### src/rtl/fir_interp_dac.sv
// x4 interpolating 16-tap polyphase low-pass FIR that drives a paced 10-bit DAC word stream.
// One shared MAC walks the four taps of the current phase once per output word period.
module fir_interp_dac #(
    parameter int unsigned DIV = 8
) (
    input  logic       clk,
    input  logic       rst_n,
    input  logic       en,
    input  logic [9:0] in_data,
    input  logic       in_valid,
    output logic       in_ready,
    output logic [9:0] dac_data,
    output logic       dac_valid,
    output logic       underrun,
    output logic [1:0] phase
);

    localparam int unsigned CW = $clog2(DIV);
    localparam logic [CW-1:0] CNT_LAST = CW'(DIV - 1);
    localparam logic [CW-1:0] CNT_RES  = CW'(4);

    // Symmetric taps h[0..15]; every phase h[p], h[4+p], h[8+p], h[12+p] sums to 32.
    function automatic logic [4:0] coef(input logic [3:0] idx);
        case (idx)
            4'd0, 4'd15: coef = 5'd1;
            4'd1, 4'd14: coef = 5'd2;
            4'd2, 4'd13: coef = 5'd4;
            4'd3, 4'd12: coef = 5'd6;
            4'd4, 4'd11: coef = 5'd9;
            4'd5, 4'd10: coef = 5'd12;
            4'd6, 4'd9:  coef = 5'd14;
            default:     coef = 5'd16;
        endcase
    endfunction

    logic [9:0]    hold_q, hold_d;
    logic          hold_full_q, hold_full_d;
    logic [9:0]    d0_q, d0_d, d1_q, d1_d, d2_q, d2_d, d3_q, d3_d;
    logic [CW-1:0] cnt_q, cnt_d;
    logic [1:0]    ph_q, ph_d;
    logic [14:0]   acc_q, acc_d;
    logic [9:0]    result_q, result_d;
    logic [9:0]    dac_data_q, dac_data_d;
    logic          dac_valid_q, dac_valid_d;
    logic          underrun_q, underrun_d;
    logic [1:0]    phase_q, phase_d;

    logic [9:0]  tap_data;
    logic [4:0]  tap_coef;
    logic [14:0] product;
    logic [9:0]  rounded;
    logic        handshake;
    logic        last_cycle;

    // Input handshake: a word transfers on any clock edge where in_valid && in_ready.
    // in_ready is simply "holding slot empty" (no same-cycle bypass), so the source
    // must hold in_data stable while in_valid is high and in_ready is low.
    assign in_ready   = !hold_full_q;
    assign handshake  = in_valid && !hold_full_q;
    assign last_cycle = (cnt_q == CNT_LAST);

    always_comb begin
        tap_data = d0_q;
        case (cnt_q[1:0])
            2'd0: tap_data = d0_q;
            2'd1: tap_data = d1_q;
            2'd2: tap_data = d2_q;
            2'd3: tap_data = d3_q;
            default: tap_data = d0_q;
        endcase
    end

    // Tap index 4k+p, with k taken from the cycle counter while the MAC runs.
    assign tap_coef = coef({cnt_q[1:0], ph_q});
    assign product  = 15'(tap_data) * 15'(tap_coef);
    assign rounded  = 10'((acc_q + 15'd16) >> 5);

    always_comb begin
        hold_d      = hold_q;
        hold_full_d = hold_full_q;
        d0_d        = d0_q;
        d1_d        = d1_q;
        d2_d        = d2_q;
        d3_d        = d3_q;
        cnt_d       = cnt_q;
        ph_d        = ph_q;
        acc_d       = acc_q;
        result_d    = result_q;
        dac_data_d  = dac_data_q;
        dac_valid_d = 1'b0;
        underrun_d  = 1'b0;
        phase_d     = phase_q;

        if (handshake) begin
            hold_d      = in_data;
            hold_full_d = 1'b1;
        end

        if (!en) begin
            cnt_d = '0;
            ph_d  = '0;
            acc_d = '0;
        end else begin
            cnt_d = last_cycle ? '0 : cnt_q + CW'(1);

            if (cnt_q == '0) begin
                acc_d = product;
            end else if (cnt_q < CNT_RES) begin
                acc_d = acc_q + product;
            end

            if (cnt_q == CNT_RES) begin
                result_d = rounded;
            end

            if (last_cycle) begin
                dac_data_d  = result_q;
                phase_d     = ph_q;
                dac_valid_d = 1'b1;
                ph_d        = ph_q + 2'd1;

                // Frame advance; a missing sample repeats d0, the last consumed value.
                if (ph_q == 2'd3) begin
                    d3_d = d2_q;
                    d2_d = d1_q;
                    d1_d = d0_q;
                    if (hold_full_q) begin
                        d0_d        = hold_q;
                        hold_full_d = 1'b0;
                    end else begin
                        d0_d       = d0_q;
                        underrun_d = 1'b1;
                    end
                end
            end
        end
    end

    always_ff @(posedge clk or negedge rst_n) begin
        if (!rst_n) begin
            hold_q      <= '0;
            hold_full_q <= 1'b0;
            d0_q        <= '0;
            d1_q        <= '0;
            d2_q        <= '0;
            d3_q        <= '0;
            cnt_q       <= '0;
            ph_q        <= '0;
            acc_q       <= '0;
            result_q    <= '0;
            dac_data_q  <= '0;
            dac_valid_q <= 1'b0;
            underrun_q  <= 1'b0;
            phase_q     <= '0;
        end else begin
            hold_q      <= hold_d;
            hold_full_q <= hold_full_d;
            d0_q        <= d0_d;
            d1_q        <= d1_d;
            d2_q        <= d2_d;
            d3_q        <= d3_d;
            cnt_q       <= cnt_d;
            ph_q        <= ph_d;
            acc_q       <= acc_d;
            result_q    <= result_d;
            dac_data_q  <= dac_data_d;
            dac_valid_q <= dac_valid_d;
            underrun_q  <= underrun_d;
            phase_q     <= phase_d;
        end
    end

    assign dac_data  = dac_data_q;
    assign dac_valid = dac_valid_q;
    assign underrun  = underrun_q;
    assign phase     = phase_q;

endmodule

### config.mk
export PLATFORM = sky130hd
export DESIGN_NAME = fir_interp_dac
export DESIGN_NICKNAME = d
export VERILOG_FILES = /design/src/rtl/fir_interp_dac.sv
export SDC_FILE = /design/constraint.sdc
export NUM_CORES = 1
export LEC_CHECK = 0
export ABC_CLOCK_PERIOD_IN_PS = 7100
export CAP_MARGIN = 20
export CORE_ASPECT_RATIO = 1.4
export CORE_MARGIN = 8
export CORE_UTILIZATION = 58
export DETAILED_ROUTE_END_ITERATION = 16
export DONT_BUFFER_PORTS = 1
export HOLD_SLACK_MARGIN = 0.02
export PLACE_DENSITY = 0.76
export SLEW_MARGIN = 25
export SYNTH_ARGS = -nofsm -noshare
export SYNTH_HDL_FRONTEND = slang
export SYNTH_SLANG_ARGS = --single-unit
### constraint.sdc
create_clock -name clk -period 7.1 [get_ports clk]
set_clock_uncertainty 0.15 [all_clocks]
set_input_delay 1.42 -clock clk [delete_from_list [all_inputs] [get_ports clk]]
set_output_delay 1.42 -clock clk [all_outputs]
set_load 0.02 [all_outputs]
# ---- After elaboration in Yosys (flattened, before gate mapping)
# Memory sizes are Yosys's and may differ from the RTL's.
# Cells that the tools add are included.
dict set report word_totals {
  regBits 95
  mem_bits_ro 80
  inputBits 14
  out_inout_bits 15
  word_cells 56
  memories 1
}
# memory depth width read_ports rd_clocked_by_memory_dff wr line_no
set memory_table {}
lappend memory_table {{(no name shown)} 16 5 1 0 0 24} ;# case (idx)
dict set report classes {
  add_sub_neg 4
  n_mul 1
  magnitude_cmp 1
  eq_ne 8
  muxes 19
  reduce_logical 8
}
# op count
set op_table {}
lappend op_table {{$mux 15} 3}
lappend op_table {{$pmux 10 s4} 1}
lappend op_table {{$add 15x15->15} 1}
lappend op_table {{$add 15x5->15 const B} 1}
lappend op_table {{$mul 10x5->15} 1}
lappend op_table {{$mux 1} 11}
lappend op_table {{$eq 2x2->1 const B} 3}
lappend op_table {{$eq 3x3->1 const B} 2}
lappend op_table {{$mux 3} 2}
lappend op_table {{$mux 2} 2}
lappend op_table {{$reduce_and 2->1} 2}
lappend op_table {{$reduce_and 4->1} 1}
lappend op_table {{$add 3x1->3 const B} 1}
lappend op_table {{$logic_not 3->1} 1}
lappend op_table {{$lt 3x3->1 const B} 1}
lappend op_table {{$ne 3x1->1 const B} 1}
lappend op_table {{$reduce_and 3->1} 1}
lappend op_table {{$add 2x1->2 const B} 1}
lappend op_table {{$eq 2x1->1 const B} 1}
lappend op_table {{$logic_not 2->1} 1}
lappend op_table {{$ne 2x1->1 const B} 1}
lappend op_table {{$logic_and 1x1->1} 1}
lappend op_table {{$logic_not 1->1} 1}

# ---- Depth between registers and ports, before layout
# Gate-level depths: netlist of run 1.
dict set report logic_depth {
  depth_word 7
  depth_mapped 29
  depth_no_buf 27
}

# ---- Worst setup path before layout of run 1
# OpenSTA, ideal clock, no wires.
dict set report synth_path {
  path_type {reg-to-reg}
  startpoint {reg cnt_q[1]}
  endpoint {reg acc_q[13]}
  setup_time_ns 0.100
  arrival_time_ns 6.434
  t_required_ns 6.850
  slack_ns 0.416
  stages_incl_launch_ff 25
  path_buffers 2
  synth_period_minus_slack_ns 6.684
  path_cell_list {dfrtp_1 clkbuf_1 inv_1 ha_1 inv_1 clkbuf_1 o21ai_0 or2_2 fa_1 fa_1 fa_1 inv_1 ha_1 nor2b_4 o31ai_2 or2b_1 a21oi_1 xnor2_1 ha_1 nor2b_1 o311a_1 a211o_1 o21ai_1 mux2_1 a311oi_1}
}
dict set report synth_between {
  elab_chain_len 7
  elab_cells_between_ends 14
  cone_classes {add/sub: 1; mul: 1; order compare: 1; eq/ne: 4; mux: 4; reduce/logical: 2; memory: 1}
}
# element line_no
set synth_lines {}
lappend synth_lines {{start: declaration} 39} ;# logic [CW-1:0] cnt_q, cnt_d;
lappend synth_lines {{start signal: assignment} 162} ;# cnt_q <= cnt_d;
lappend synth_lines {{parallel branches: the longest is 7 deep, another holds $mul 10x5->15} -}
lappend synth_lines {{end signal: assignment} 149} ;# acc_q <= '0;
lappend synth_lines {{end signal: assignment} 164} ;# acc_q <= acc_d;
lappend synth_lines {{end: declaration} 41} ;# logic [14:0] acc_q, acc_d;
# Parallel ways; which one is timed is not known. The select of a mux whose other input is x is not followed.
# A chain may end at the register's enable or synchronous reset.

# ---- Worst setup path in the final report of run 1
# Ends and elaborated chain as after synthesis.

==> results of run 1 <==
-- metrics by stage --
step                hold WS [ns]  util (%)  cells
global placement           0.307      60.9    759
floorplan                  0.296         -    631
finish                     0.325      64.2    778
CTS                        0.330      63.7    775
global route               0.354      64.2    778
detailed placement         0.316      60.9    759
-- layout by cell type, fill, tap and decap left out, drive strengths merged, types with 3 or more instances in the layout --
cell / instances
o211ai: 3
clkbuf: 12
fa: 25
nand3: 10
dfrtp: 95
o221ai: 3
xnor2: 19
a211oi: 6
a21o: 10
and2: 3
or2: 5
a222oi: 8
mux2: 64
nand2: 51
o21ai: 39
o21a: 6
mux2i: 10
nor2: 50
buf: 8
inv: 59
ha: 49
and3: 6
o211a: 4
a31oi: 5
nor3: 6
nand2b: 15
nor2b: 4
xor2: 7
clkinv: 4
a21oi: 31
-- cell type report --
type | instances | area (um^2) | share of cell area (%)
multi-input combinational | 456 | 3780 | 54.6
sequential | 95 | 2380 | 34.3
clock buffer | 12 | 246 | 3.55
inverter | 62 | 236 | 3.41
tap | 141 | 176 | 2.54
timing repair buffer | 8 | 57.6 | 0.830
clock inverter | 4 | 55.1 | 0.794
-- metal layers --
layer | up-vias | track usage, %
met5 | - | 0
met4 | 0 | 11.4
met3 | 39 | 3.33
met2 | 108 | 35.2
met1 | 2259 | 20.2
li1 | 2175 | -
-- flip-flops by register name, indices dropped and copies added (netlist names), 2 cells and up --
| register | count |
|---|---|
| d0_q | 10 |
| hold_q | 10 |
| result_q | 10 |
| cnt_q | 3 |
| acc_q | 15 |
| dac_data | 10 |
| d1_q | 10 |
| phase | 2 |
| d2_q | 10 |
| ph_q | 2 |
| d3_q | 10 |
-- repair_timing --
action | CTS | global route
resized for setup | 0 | 15
setup endpoints to repair | 0 | 2
setup buffers | 0 | 3
-- worst min-delay path, delay by kind of cell, from the launching register on --
family / cells / cell delay (ns)
DFF: 1 / 0.34
AOI/OAI and AO/OA: 1 / 0.06
and+or+nand+nor: 1 / 0.04
-- cells by family after synthesis --
family,synth area share [%]
XOR/XNOR,3.54
adder cells (fa/ha/maj),17.3
AND/OR/NAND/NOR,11.0
flip-flops,37.0
AO/OA/AOI/OAI,13.4
buffers and inverters,4.67
multiplexers,13.2
-- worst min-delay path by stage --
stage | startpoint | endpoint | slack [ns] | cells after the start
6_report | result_q[3]$_DFFE_PN0P_ | result_q[3]$_DFFE_PN0P_ | 0.33 | 2
5_1_grt | result_q[6]$_DFFE_PN0P_ | result_q[6]$_DFFE_PN0P_ | 0.35 | 2
4_1_cts | result_q[6]$_DFFE_PN0P_ | result_q[6]$_DFFE_PN0P_ | 0.33 | 2
3_5_place_dp | result_q[3]$_DFFE_PN0P_ | result_q[3]$_DFFE_PN0P_ | 0.32 | 2
3_3_place_gp | result_q[6]$_DFFE_PN0P_ | result_q[6]$_DFFE_PN0P_ | 0.31 | 2
2_1_floorplan | result_q[1]$_DFFE_PN0P_ | result_q[1]$_DFFE_PN0P_ | 0.30 | 2
-- power groups by stage --
stage	Sequential (W)	Combinational (W)	Clock [W]
2_1_floorplan	0.000623	0.000254	0
3_3_place_gp	0.000635	0.000300	0
3_5_place_dp	0.000639	0.000312	0
4_1_cts	0.000628	0.000314	0.000502
5_1_grt	0.000636	0.000360	0.000521
6_report	0.000629	0.000321	0.000496
==> impl_metrics.json, run 1 <==
{
  "highest_layer": "met4",
  "netlist_area_um2": 6430,
  "cts_buffer_depth": 2,
  "wl_per_cell_um": 17.5,
  "fin_crit_sh_pct": 95.3,
  "finalHoldViolCount": 0,
  "synth_area_per_cell_um2": 10.2,
  "fin_area_um2": 6940,
  "rr_startpoint": "cnt_q[1]$_DFF_PN0_",
  "clock_power_share_pct": 34.3,
  "grt_first_pass_wirelength_mm": 23.2,
  "place_ws_ns": 0.210,
  "cp_max_fo": 10,
  "hold_class": "reg -> reg",
  "worstRegToRegCells": 24,
  "vias": 4581,
  "switchingPower_w": 0.000431,
  "p_total_w": 0.00145,
  "path_delay_family": "adder cells",
  "synth.most_common_cell": "dfrtp_1",
  "slew_headroom_pct": 44.8,
  "hpwl_mm": 10.3,
  "cap_violations": 0,
  "start_util_pct": 59.5,
  "nets": 720,
  "cts-buffers-inserted": 9,
  "die_x_um": 105,
  "async_reset_ff_share_pct": 100,
  "drive_above_1_share_pct": 17.7,
  "period_needed_ns": 6.77,
  "track_usage_pct": 19.3,
  "ctsHoldBuffers": 0,
  "grt_overflow_total": 0,
  "max_stage_delay_ns": 0.55,
  "drt-initial-drc-count": 156,
  "ant_nets": 0,
  "p_int_w": 0.00101,
  "dr.pass1.iters": 5,
  "grt_max_degree": 96,
  "finalSetupViolations": 0,
  "swShare_pct": 29.8,
  "rows": 45,
  "grt_pass1_vias": 4818,
  "cts-root-buf": "clkbuf_16",
  "irDropWorstVdd_uv": 142,
  "clk_latency_ns": 0.34,
  "p_leak_nw": 3.48,
  "ys_ff_latch": 95,
  "setup_tns_ns": 0,
  "diodes": 0,
  "routabilityCongestion": 0.953,
  "critPathBufInv": 4,
  "crit_end": "acc_q[13]$_DFFE_PN0P_",
  "worstPathCellList": "inv_2 -> ha_1 -> clkinvlp_4 -> buf_2 -> nand2_1 -> o21ai_1 -> or2_2 -> fa_1 -> fa_1 -> fa_1 -> inv_1 -> ha_1 -> nor2b_4 -> o31ai_2 -> a21boi_0 -> ha_1 -> a21o_1 -> a21oi_1 -> nor2b_1 -> o311a_1 -> a211o_1 -> o21ai_1 -> mux2_1 -> a311oi_1",
  "cp_slowest_cell": "fa_1",
  "syn-num-nets": 719,
  "r2r-end": "acc_q[13]$_DFFE_PN0P_",
  "ctsHtreeMaxLevel": 3,
  "io_pins": 29,
  "drt-met1-wl_mm": 5.07,
  "wl_met2_mm": 7.46,
  "synthTopCellsByArea": "dfrtp_1 (37%), mux2_2 (11%), ha_1 (9.5%)",
  "finalWorstSetupSlack_ns": 0.333,
  "cts.sinks": 95,
  "fmax_ghz": 0.148,
  "yosysTopAreaCellShare_pct": 37.0,
  "routed_wl_mm": 13.6,
  "synthDistinctLibCells": 54,
  "power.density_nw_per_um2": 208,
  "area_growth_pct": 7.80,
  "die_h_um": 141,
  "antenna_found_initial": 0,
  "cp.depth": 24,
  "startpoint_type": "flip-flop",
  "cp.arrival_ns": 6.86,
  "dr_wl_met3_um": 509,
  "synth-edff-count": 0,
  "ff2ff_setup_slack_ns": 0.33,
  "dieArea_um2": 14800,
  "cp_data_required_time_ns": 7.19,
  "yosysWarnings": 0,
  "worst_pin_slew_ns": 0.829,
  "numPortBuffers": 0,
  "comb_power_share_pct": 22.2,
  "placed_cell_area_um2": 6580,
  "cts_tree": "done",
  "crit_type": "reg -> reg",
  "seq_power_share_pct": 43.5,
  "nFillCells": 872,
  "viasPerCell": 5.89,
  "synth_largest_area_cell": "dfrtp_1",
  "worstSetupEndpointType": "flip-flop",
  "startpoint": "cnt_q[1]$_DFF_PN0_",
  "synth-main-ff-cell": "dfrtp_1",
  "status": "completed",
  "syn-instance-count": 631,
  "synth_commonest_cells": "dfrtp_1 (95), mux2_2 (63), inv_1 (60)",
  "clkTransAtPathRegs_ns": 0.07,
  "maxSlewViolCount": 0,
  "yosysSeqAreaShare_pct": 37.0,
  "drc_errors": 0,
  "core_area_um2": 10800
}
No activity file was read; power rests on OpenSTA's default activity.
==> run 2: changes to the inputs <==
--- a/config.mk
+++ b/config.mk
@@ -8,7 +8,7 @@
 export ABC_CLOCK_PERIOD_IN_PS = 7100
 export CAP_MARGIN = 20
 export CORE_ASPECT_RATIO = 1.4
-export CORE_MARGIN = 8
+export CORE_MARGIN = 5
 export CORE_UTILIZATION = 58
 export DETAILED_ROUTE_END_ITERATION = 16
 export DONT_BUFFER_PORTS = 1
==> impl_metrics.json, run 2 (synthesis gave the netlist of run 1 again) <==
{
  "status": "completed",
  "layout_commonest_cell": "dfrtp_1",
  "finalHoldViolCount": 0,
  "final_util_pct": 63.9,
  "vias": 4649,
  "fmax_ghz": 0.147,
  "p_leak_nw": 3.50,
  "cp_max_fo": 10,
  "placed_cell_area_um2": 6590,
  "numPortBuffers": 0,
  "dieArea_um2": 13300,
  "cap_violations": 0,
  "swShare_pct": 29.4,
  "slew_headroom_pct": 29.8,
  "grt_setup_unrepaired": "no",
  "regMostFlops": "acc_q",
  "antenna_found_initial": 0,
  "setup_tns_ns": 0,
  "die_h_um": 135,
  "comb_power_share_pct": 21.7,
  "ctsHtreeMaxLevel": 3,
  "power.density_nw_per_um2": 214,
  "fin_hold_ws_ns": 0.326,
  "grt_pass1_vias": 4869,
  "post_cts_buffers": 0,
  "hold_class": "reg -> reg",
  "irDropWorstVdd_uv": 166,
  "startpoint_type": "flip-flop",
  "fin_area_um2": 6940,
  "startpoint": "cnt_q[0]$_DFF_PN0_",
  "fin_crit_sh_pct": 95.7,
  "worstSetupEndpointType": "flip-flop",
  "crit_type": "reg -> reg",
  "cts.sinks": 95,
  "grt_first_pass_wirelength_mm": 23.2,
  "area_growth_pct": 7.90,
  "drive_above_1_share_pct": 17.5,
  "p_total_w": 0.00148,
  "viasPerCell": 6.00,
  "drc_errors": 0,
  "clk_latency_ns": 0.34,
  "grt_max_degree": 96,
  "track_usage_pct": 21.7,
  "routed_wl_mm": 13.6,
  "diodes": 0,
  "wl_per_cell_um": 17.6,
  "ctsHoldBuffers": 0,
  "path_delay_family": "adder cells",
  "critPathBufInv": 4,
  "maxSlewViolCount": 0,
  "seq_power_share_pct": 42.3,
  "worst_pin_slew_ns": 1.05,
  "cp_slowest_cell": "mux4_1",
  "min_from": "result_q[6]$_DFFE_PN0P_",
  "clkTransAtPathRegs_ns": 0.07,
  "nFillCells": 847,
  "cpMostUsedCell": "a31oi_1",
  "mostFrequentLayoutCells": "dfrtp_1 (93), mux2_2 (63), inv_1 (60)",
  "dr.pass1.iters": 6,
  "die_x_um": 99.0,
  "rr_startpoint": "cnt_q[0]$_DFF_PN0_",
  "cts-buffers-inserted": 9,
  "cp_data_required_time_ns": 7.21,
  "start_util_pct": 59.2,
  "finalSetupViolations": 0,
  "cts_buffer_depth": 2,
  "core_area_um2": 10900,
  "hpwl_mm": 10.3,
  "ant_nets": 0,
  "ff_latch_area_um2": 2380,
  "period_needed_ns": 6.79,
  "cts-root-buf": "clkbuf_16",
  "clock_power_share_pct": 35.9,
  "largest_reg_flops": 15,
  "nets": 718,
  "switchingPower_w": 0.000436,
  "grt_overflow_total": 0,
  "io_pins": 29,
  "drt-initial-drc-count": 169,
  "multi_input_area_um2": 3780,
  "cp.arrival_ns": 6.90,
  "routabilityCongestion": 0.953,
  "max_stage_delay_ns": 0.58,
  "p_int_w": 0.00105,
  "rows": 45,
  "cts_tree": "done"
}
-- run 2: changes by cell type in the layout (fill, tap and decap cells not counted), sizes merged --
cell      delta
buf          -2
bufinv       +1
inv          +2
clkbuf       -2
clkinv       -1
clkinvlp     -1
-- run 2: path summary, 6_finish.rpt --
kind,end,slack (ns),depth (start not counted)
setup / recovery,acc_q[14]$_DFFE_PN0P_,0.31,26
hold / removal,result_q[6]$_DFFE_PN0P_,0.33,2
setup reg to reg,acc_q[14]$_DFFE_PN0P_,0.31,26
hold reg to reg,result_q[6]$_DFFE_PN0P_,0.33,2
max in group asynchronous,d2_q[7]$_DFFE_PN0P_,6.03,0
min in group asynchronous,result_q[9]$_DFFE_PN0P_,0.61,0
-- run 2: cell type report --
class / count / area share (%)
repair buffers: 6 / 0.703
inverters: 62 / 3.35
flip-flops and latches: 95 / 34.3
multi-input cells: 456 / 54.5
clock buffers: 10 / 3.44
clock inverters: 5 / 1.17
well taps: 141 / 2.54
-- run 2: power by group through the flow --
stage,Combinational (W),Clock (W),Sequential [W]
6_report,0.000322,0.000533,0.000628
5_1_grt,0.000363,0.000568,0.000635
4_1_cts,0.000317,0.000538,0.000628
3_5_place_dp,0.000313,0,0.000638
3_3_place_gp,0.000301,0,0.000634
2_1_floorplan,0.000254,0,0.000623
-- run 2: stage by stage --
stage	worst slack (ns)	cells
after floorplan	0.416	631
after global placement	0.397	760
after detailed placement	0.197	760
after CTS	0.0841	775
after global routing	0.00201	775
final	0.308	775
-- run 2: worst reg2reg max path, stage by stage (launching register included) --
cell and delay (ns):
dfrtp_2 0.45, inv_1 0.12, ha_2 0.28, a222oi_1 0.36, nand2_1 0.10, o21ai_1 0.13
buf_4 0.17, nor2_1 0.06, fa_1 0.48, fa_1 0.51, inv_1 0.05, fa_1 0.53
inv_1 0.04, ha_1 0.33, o211a_1 0.25, and2_1 0.15, a22o_1 0.20, o21a_1 0.18
nor2_1 0.11, xnor2_1 0.21, ha_1 0.35, a21o_1 0.22, a31oi_1 0.20, a31oi_1 0.12
a31oi_1 0.25, mux4_1 0.58, a31oi_1 0.14
-- run 2: layer usage --
metal	track usage, %	part of all wire, %	wire [um]
met4	12.9	5.0	679
met2	39.5	54	7350
met1	22.9	37	5030
met5	0	0	0
met3	3.93	4.3	586
-- run 2: timing repair --
action | 4_1_cts | 5_1_grt
setup endpoints to repair | 0 | 2
endpoints found under the hold margin | 0 | 0
resized for setup | 0 | 18
